[config.mk]
export PLATFORM = sky130hd
export DESIGN_NAME = acs_unit
export DESIGN_NICKNAME = d
export VERILOG_FILES = /design/src/rtl/viterbi_pkg.sv /design/src/rtl/acs_butterfly.sv /design/src/rtl/acs_unit.sv
export SDC_FILE = /design/constraint.sdc
export NUM_CORES = 1
export LEC_CHECK = 0
export CAP_MARGIN = 40
export CORE_MARGIN = 1
export CORE_UTILIZATION = 60
export DETAILED_ROUTE_END_ITERATION = 12
export PLACE_DENSITY = 0.82
export RECOVER_POWER = 50
export SYNTH_ARGS = -nofsm -noshare
export SYNTH_HDL_FRONTEND = slang
export SYNTH_SLANG_ARGS = --single-unit
[constraint.sdc]
create_clock -name clk -period 7.95 [get_ports clk]
set_input_delay 1.59 -clock clk [delete_from_list [all_inputs] [get_ports clk]]
set_output_delay 1.59 -clock clk [all_outputs]
set_load 0.05 [all_outputs]
[src/rtl/viterbi_pkg.sv]
// ----------------------------------------------------------------------------
// viterbi_pkg
// Shared definitions for the rate-1/2, K=3 (7,5 octal) hard-decision Viterbi
// decoder: trellis constants, the encoder branch-output function and a
// saturating adder used by the path-metric arithmetic.
// ----------------------------------------------------------------------------
package viterbi_pkg;

    localparam int K       = 3;
    localparam int NSTATES = 1 << (K - 1);

    localparam logic [2:0] G0 = 3'b111;
    localparam logic [2:0] G1 = 3'b101;

    // Working width of the saturating adder; callers cast the result down to
    // their own metric width.
    localparam int SAT_W = 16;

    // Encoder output for a transition out of state s = {u[n-1], u[n-2]} with
    // new input bit u. Bit 1 pairs with G0, bit 0 with G1.
    function automatic logic [1:0] branch_out(input logic [1:0] s, input logic u);
        logic [2:0] taps;
        taps = {u, s};
        return {^(taps & G0), ^(taps & G1)};
    endfunction

    // a + b clamped to max_v; the extra sum bit catches carries out of SAT_W.
    function automatic logic [SAT_W-1:0] sat_add(input logic [SAT_W-1:0] a,
                                                 input logic [1:0]       b,
                                                 input logic [SAT_W-1:0] max_v);
        logic [SAT_W:0] sum;
        sum = {1'b0, a} + {{(SAT_W-1){1'b0}}, b};
        if (sum > {1'b0, max_v}) begin
            return max_v;
        end
        return sum[SAT_W-1:0];
    endfunction

endpackage

[src/rtl/acs_butterfly.sv]
// ----------------------------------------------------------------------------
// acs_butterfly
// Add-compare-select for one next-state: adds each predecessor metric to its
// branch metric (saturating), keeps the smaller candidate and reports which
// predecessor won.
//
// Ports:
//   pm_p0_i  PM_W  metric of predecessor p0 = {s'[0],0}
//   pm_p1_i  PM_W  metric of predecessor p1 = {s'[0],1}
//   bm_p0_i  2     branch metric on the p0 -> s' transition
//   bm_p1_i  2     branch metric on the p1 -> s' transition
//   pm_o     PM_W  surviving (un-normalized) metric
//   dec_o    1     1 when the p1 candidate is strictly smaller
// ----------------------------------------------------------------------------
module acs_butterfly
    import viterbi_pkg::*;
#(
    parameter int PM_W = 4
) (
    input  logic [PM_W-1:0] pm_p0_i,
    input  logic [PM_W-1:0] pm_p1_i,
    input  logic [1:0]      bm_p0_i,
    input  logic [1:0]      bm_p1_i,
    output logic [PM_W-1:0] pm_o,
    output logic            dec_o
);

    localparam logic [SAT_W-1:0] PM_MAX = SAT_W'((1 << PM_W) - 1);

    logic [PM_W-1:0] cand0;
    logic [PM_W-1:0] cand1;

    assign cand0 = PM_W'(sat_add(SAT_W'(pm_p0_i), bm_p0_i, PM_MAX));
    assign cand1 = PM_W'(sat_add(SAT_W'(pm_p1_i), bm_p1_i, PM_MAX));

    // Ties (including two saturated candidates) keep the p0 path.
    assign dec_o = (cand1 < cand0);
    assign pm_o  = dec_o ? cand1 : cand0;

endmodule

[src/rtl/acs_unit.sv]
// ----------------------------------------------------------------------------
// acs_unit
// Add-compare-select stage of the K=3 (7,5) hard-decision Viterbi decoder.
// Each accepted symbol pair updates the four path metrics in one cycle
// (branch metric -> add/saturate -> compare -> min4 -> normalize) and
// registers one decision bit per next-state plus the best state for the
// downstream survivor-path unit.
//
// Ports:
//   clk         clock, rising edge
//   reset       asynchronous active-high reset
//   start       frame start: reload initial metrics
//   in_valid    rx is valid this cycle
//   rx[1:0]     hard symbol; rx[1] <-> G0, rx[0] <-> G1
//   d0..d3      registered decision bit per next-state
//   best_state  registered argmin of the new metrics (lowest index on ties)
//   out_valid   registered; decisions/best_state updated this cycle
//   pm0..pm3    current normalized path metrics
// ----------------------------------------------------------------------------
module acs_unit
    import viterbi_pkg::*;
#(
    parameter int PM_W    = 4,
    parameter int INIT_PM = 8
) (
    input  logic            clk,
    input  logic            reset,
    input  logic            start,
    input  logic            in_valid,
    input  logic [1:0]      rx,
    output logic            d0,
    output logic            d1,
    output logic            d2,
    output logic            d3,
    output logic [1:0]      best_state,
    output logic            out_valid,
    output logic [PM_W-1:0] pm0,
    output logic [PM_W-1:0] pm1,
    output logic [PM_W-1:0] pm2,
    output logic [PM_W-1:0] pm3
);

    localparam logic [PM_W-1:0] INIT_V = PM_W'(INIT_PM);

    function automatic logic [PM_W-1:0] init_metric(input int idx);
        return (idx == 0) ? '0 : INIT_V;
    endfunction

    function automatic logic [1:0] hamming2(input logic [1:0] a, input logic [1:0] b);
        logic [1:0] x;
        x = a ^ b;
        return {x[1] & x[0], x[1] ^ x[0]};
    endfunction

    logic [PM_W-1:0] pm_q    [NSTATES];
    logic [PM_W-1:0] pm_d    [NSTATES];
    logic [PM_W-1:0] base_pm [NSTATES];
    logic [PM_W-1:0] new_pm  [NSTATES];
    logic [NSTATES-1:0] dec_q;
    logic [NSTATES-1:0] dec_d;
    logic [1:0]      best_q;
    logic [1:0]      best_d;
    logic            vld_q;
    logic [PM_W-1:0] min_pm;

    // A symbol arriving with start is scored against the initial metrics,
    // so the stored ones are bypassed here rather than reloaded first.
    always_comb begin
        for (int i = 0; i < NSTATES; i++) begin
            base_pm[i] = start ? init_metric(i) : pm_q[i];
        end
    end

    // Next-state s' has predecessors {s'[0],0} and {s'[0],1}; the input bit
    // that drives either of them into s' is s'[1].
    for (genvar g = 0; g < NSTATES; g++) begin : g_acs
        localparam logic [1:0] SP = 2'(g);
        localparam logic [1:0] P0 = {SP[0], 1'b0};
        localparam logic [1:0] P1 = {SP[0], 1'b1};
        localparam logic       U  = SP[1];

        logic [1:0] bm0;
        logic [1:0] bm1;

        assign bm0 = hamming2(rx, branch_out(P0, U));
        assign bm1 = hamming2(rx, branch_out(P1, U));

        acs_butterfly #(.PM_W(PM_W)) u_bf (
            .pm_p0_i (base_pm[P0]),
            .pm_p1_i (base_pm[P1]),
            .bm_p0_i (bm0),
            .bm_p1_i (bm1),
            .pm_o    (new_pm[g]),
            .dec_o   (dec_d[g])
        );
    end

    // Strict less-than keeps the lowest index on ties.
    always_comb begin
        min_pm = new_pm[0];
        best_d = 2'd0;
        for (int i = 1; i < NSTATES; i++) begin
            if (new_pm[i] < min_pm) begin
                min_pm = new_pm[i];
                best_d = 2'(i);
            end
        end
        for (int i = 0; i < NSTATES; i++) begin
            pm_d[i] = new_pm[i] - min_pm;
        end
    end

    always_ff @(posedge clk or posedge reset) begin
        if (reset) begin
            for (int i = 0; i < NSTATES; i++) begin
                pm_q[i] <= init_metric(i);
            end
            dec_q  <= '0;
            best_q <= 2'd0;
            vld_q  <= 1'b0;
        end else begin
            vld_q <= in_valid;
            if (in_valid) begin
                for (int i = 0; i < NSTATES; i++) begin
                    pm_q[i] <= pm_d[i];
                end
                dec_q  <= dec_d;
                best_q <= best_d;
            end else if (start) begin
                for (int i = 0; i < NSTATES; i++) begin
                    pm_q[i] <= init_metric(i);
                end
            end
        end
    end

    assign d0         = dec_q[0];
    assign d1         = dec_q[1];
    assign d2         = dec_q[2];
    assign d3         = dec_q[3];
    assign best_state = best_q;
    assign out_valid  = vld_q;
    assign pm0        = pm_q[0];
    assign pm1        = pm_q[1];
    assign pm2        = pm_q[2];
    assign pm3        = pm_q[3];

endmodule

==> flow_metrics.py <==
metrics = {
    "outcome": {
        "status": "finished with violations",
        "failed_checks": "setup timing",
    },
    "grt": {
        "grtUsageMet2_pct": 72.4,
        "grt_busiest_layer": "met2",
        "use_met1_pct": 49.6,
        "grt_usage_pct": 41.7,
        "overflow": 0,
        "antenna_found_initial": 0,
        "grtUsageMet3_pct": 7.06,
        "grt_max_degree": 24,
        "grt_first_pass_wirelength_um": 19500,
        "grt_pass1_vias": 4045,
    },
    "sta": {
        "finalSetupViolations": 11,
        "holdWs_ns": 0.532,
        "clock_skew_ns": 0.00583,
        "setup_tns_ns": -1.57,
        "worstMarginPinSlew_ns": 1.21,
        "fin_crit_ns": 8.22,
        "setup_ws_ns": -0.265,
        "drv_slew": 0,
        "slew_headroom_pct": 19.5,
        "hold_viol_final": 0,
        "fmax_mhz": 122,
        "rsz0062_at_grt": "true",
        "period_share_pct": 103,
    },
    "floorplan": {
        "core.rowCount": 27,
        "start_util_pct": 62.4,
        "io_pins": 29,
        "die_height_um": 77.9,
        "coreArea_mm2": 0.00554,
        "die_area_mm2": 0.00607,
        "die_w_um": 77.9,
    },
    "route": {
        "initialDrtViolationCount": 728,
        "via_count": 4499,
        "drtPass1Iterations": 7,
        "drtAntennaViolNets": 0,
        "wl_per_cell_um": 26.1,
        "avgViaCountPerCell": 7.14,
        "drcViolationCount": 0,
        "routed_wl_um": 16400,
    },
    "final_layout": {
        "fill_cells": 184,
        "final_common_cell": "buf_4",
        "layout-drive-gt1-share_pct": 40.3,
        "antenna_cells": 0,
        "final_nets": 619,
        "post-route-util_pct": 93.4,
        "areaGrowthSynthToFinish_pct": 49.6,
        "multi_input_area_mm2": 0.00312,
        "seqCellArea_um2": 579,
        "layout_common_cells": "buf_4 (108), nand2_1 (43), ha_1 (33), nor2_1 (30), inv_1 (25)",
    },
    "worst_setup_path": {
        "crit_path_max_incr_delay_ns": 0.43,
        "r2r_slack_ns": 0.82,
        "cp_top_family": "compound AO/OA/AOI/OAI gates",
        "worst-path-max-fanout": 4,
        "crit_path_top_delay_cell": "a2111o_1",
        "critPathMostFrequentCell": "ha_4",
        "path_class": "in2reg",
        "arrival_ns": 8.44,
        "end_kind": "flop",
        "worst_ep_required_time_ns": 8.17,
        "startpoint_type": "primary input",
        "path_buf_inv": 7,
    },
    "yosys": {
        "syn-cell-area_mm2": 0.00346,
        "synth.area.top_cells": "ha_1 (19%), dfrtp_1 (14%), nand2_1 (4.8%), xnor2_1 (4.6%), a21oi_1 (4.1%)",
        "synthArstFlopShare_pct": 100,
        "synth_top_area_cell": "ha_1",
        "synth_cell_type_count": 66,
        "synth.yosys.warnings": 0,
        "netlist_instances": 426,
        "synth_ff_type": "dfrtp_1",
        "syn_nets": 486,
        "ys_ff_latch": 23,
        "synth-seq-area-share_pct": 16.7,
        "synth_edf_count": 0,
        "syn_avg_cell_area_um2": 8.12,
        "synth_top_cell_area_share_pct": 18.8,
    },
    "clocking": {
        "cts.hold.buffers_added": 0,
        "numCtsBuffers": 3,
        "cts_sinks": 23,
        "cts_tree": "built",
        "path_clk_slew_ns": 0.10,
        "clockRootBuffer": "clkbuf_8",
        "clk_latency_ns": 0.29,
        "h-tree-depth": 1,
        "cts_buffer_depth": 2,
    },
    "min_path": {
        "hold_class": "reg2reg",
    },
    "place": {
        "gp_congestion": 0.985,
        "dp_slack_ns": -0.949,
        "place.port_buffers": 28,
        "post-dp-hpwl_um": 8780,
    },
    "run": {
        "cap_violations": 0,
    },
}
-- cells in the mapped netlist, types with 4 or more instances --
master	number
maj3_1	9
buf_2	5
a21o_1	5
nand2b_1	10
a21oi_1	28
nand2_1	44
dfrtp_1	20
mux2_2	8
nand3_1	6
nor2_1	34
xor2_1	7
nor3_1	9
inv_1	33
a31oi_1	5
nand3b_1	6
xnor2_1	18
mux2i_1	9
o21ai_1	5
o21ai_0	24
clkbuf_1	8
o21a_1	4
nor2b_1	16
ha_1	52
-- state kept, by name, summed over array words and instances (netlist names) --
signal / count
pm1: 4
pm3: 4
pm2: 4
best_state: 2
out_valid: 1
pm0: 4
dec_q: 4
-- stage by stage --
step                      cell area, µm²  std cells
after floorplan                     3570        426
after global routing                5170        630
final                               5170        630
after detailed placement            4630        613
after CTS                           4890        624
after global placement              4610        612
-- per-layer routing --
layer / vias to the layer above / wire [µm]
met4: 2 / 1670
met5: - / 53
met1: 2038 / 5430
met3: 214 / 2140
met2: 476 / 7130
li1: 1769 / -
-- what timing repair did --
item	in CTS	in global routing
resized for setup	35	64
setup endpoints to repair	16	12
buffers inserted	6	5
cloned	1	0
pin swaps	14	38
-- final cells by class --
cell class | count | area share (%)
Sequential cell | 23 | 11.2
Clock inverter | 1 | 0.0967
Tap cell | 72 | 1.74
Timing Repair Buffer | 143 | 23.2
Multi-Input combinational cell | 354 | 60.3
Clock buffer | 3 | 0.798
Inverter | 34 | 2.66
-- logic make-up (layout without fill, tap and decap cells) --
group                    count (synthesis)  count (layout)  share of synthesized area (%)
AND/OR/NAND/NOR                        135             135                           18.9
AO/OA/AOI/OAI                          111             111                           23.3
adder cells (fa/ha/maj)                 64              64                           22.9
buffers and inverters                   49             181                           5.71
XOR/XNOR                                25              25                           6.33
flip-flops                              23              23                           16.7
multiplexers                            19              19                           6.18
-- path summary, 6_finish.rpt --
kind | from | endpoint | depth (start not counted)
max in group asynchronous | reset | out_valid | 3
setup reg to reg | pm1[1] | pm0[3] | 34
hold / removal | dec_q[2] | dec_q[2] | 1
setup / recovery | rx[1] | pm0[3] | 35
hold reg to reg | dec_q[2] | dec_q[2] | 1
min in group asynchronous | reset | pm1[2] | 2
Power is not shown: default switching activity piles up to over one toggle a cycle in this logic, so the estimate is an artifact.
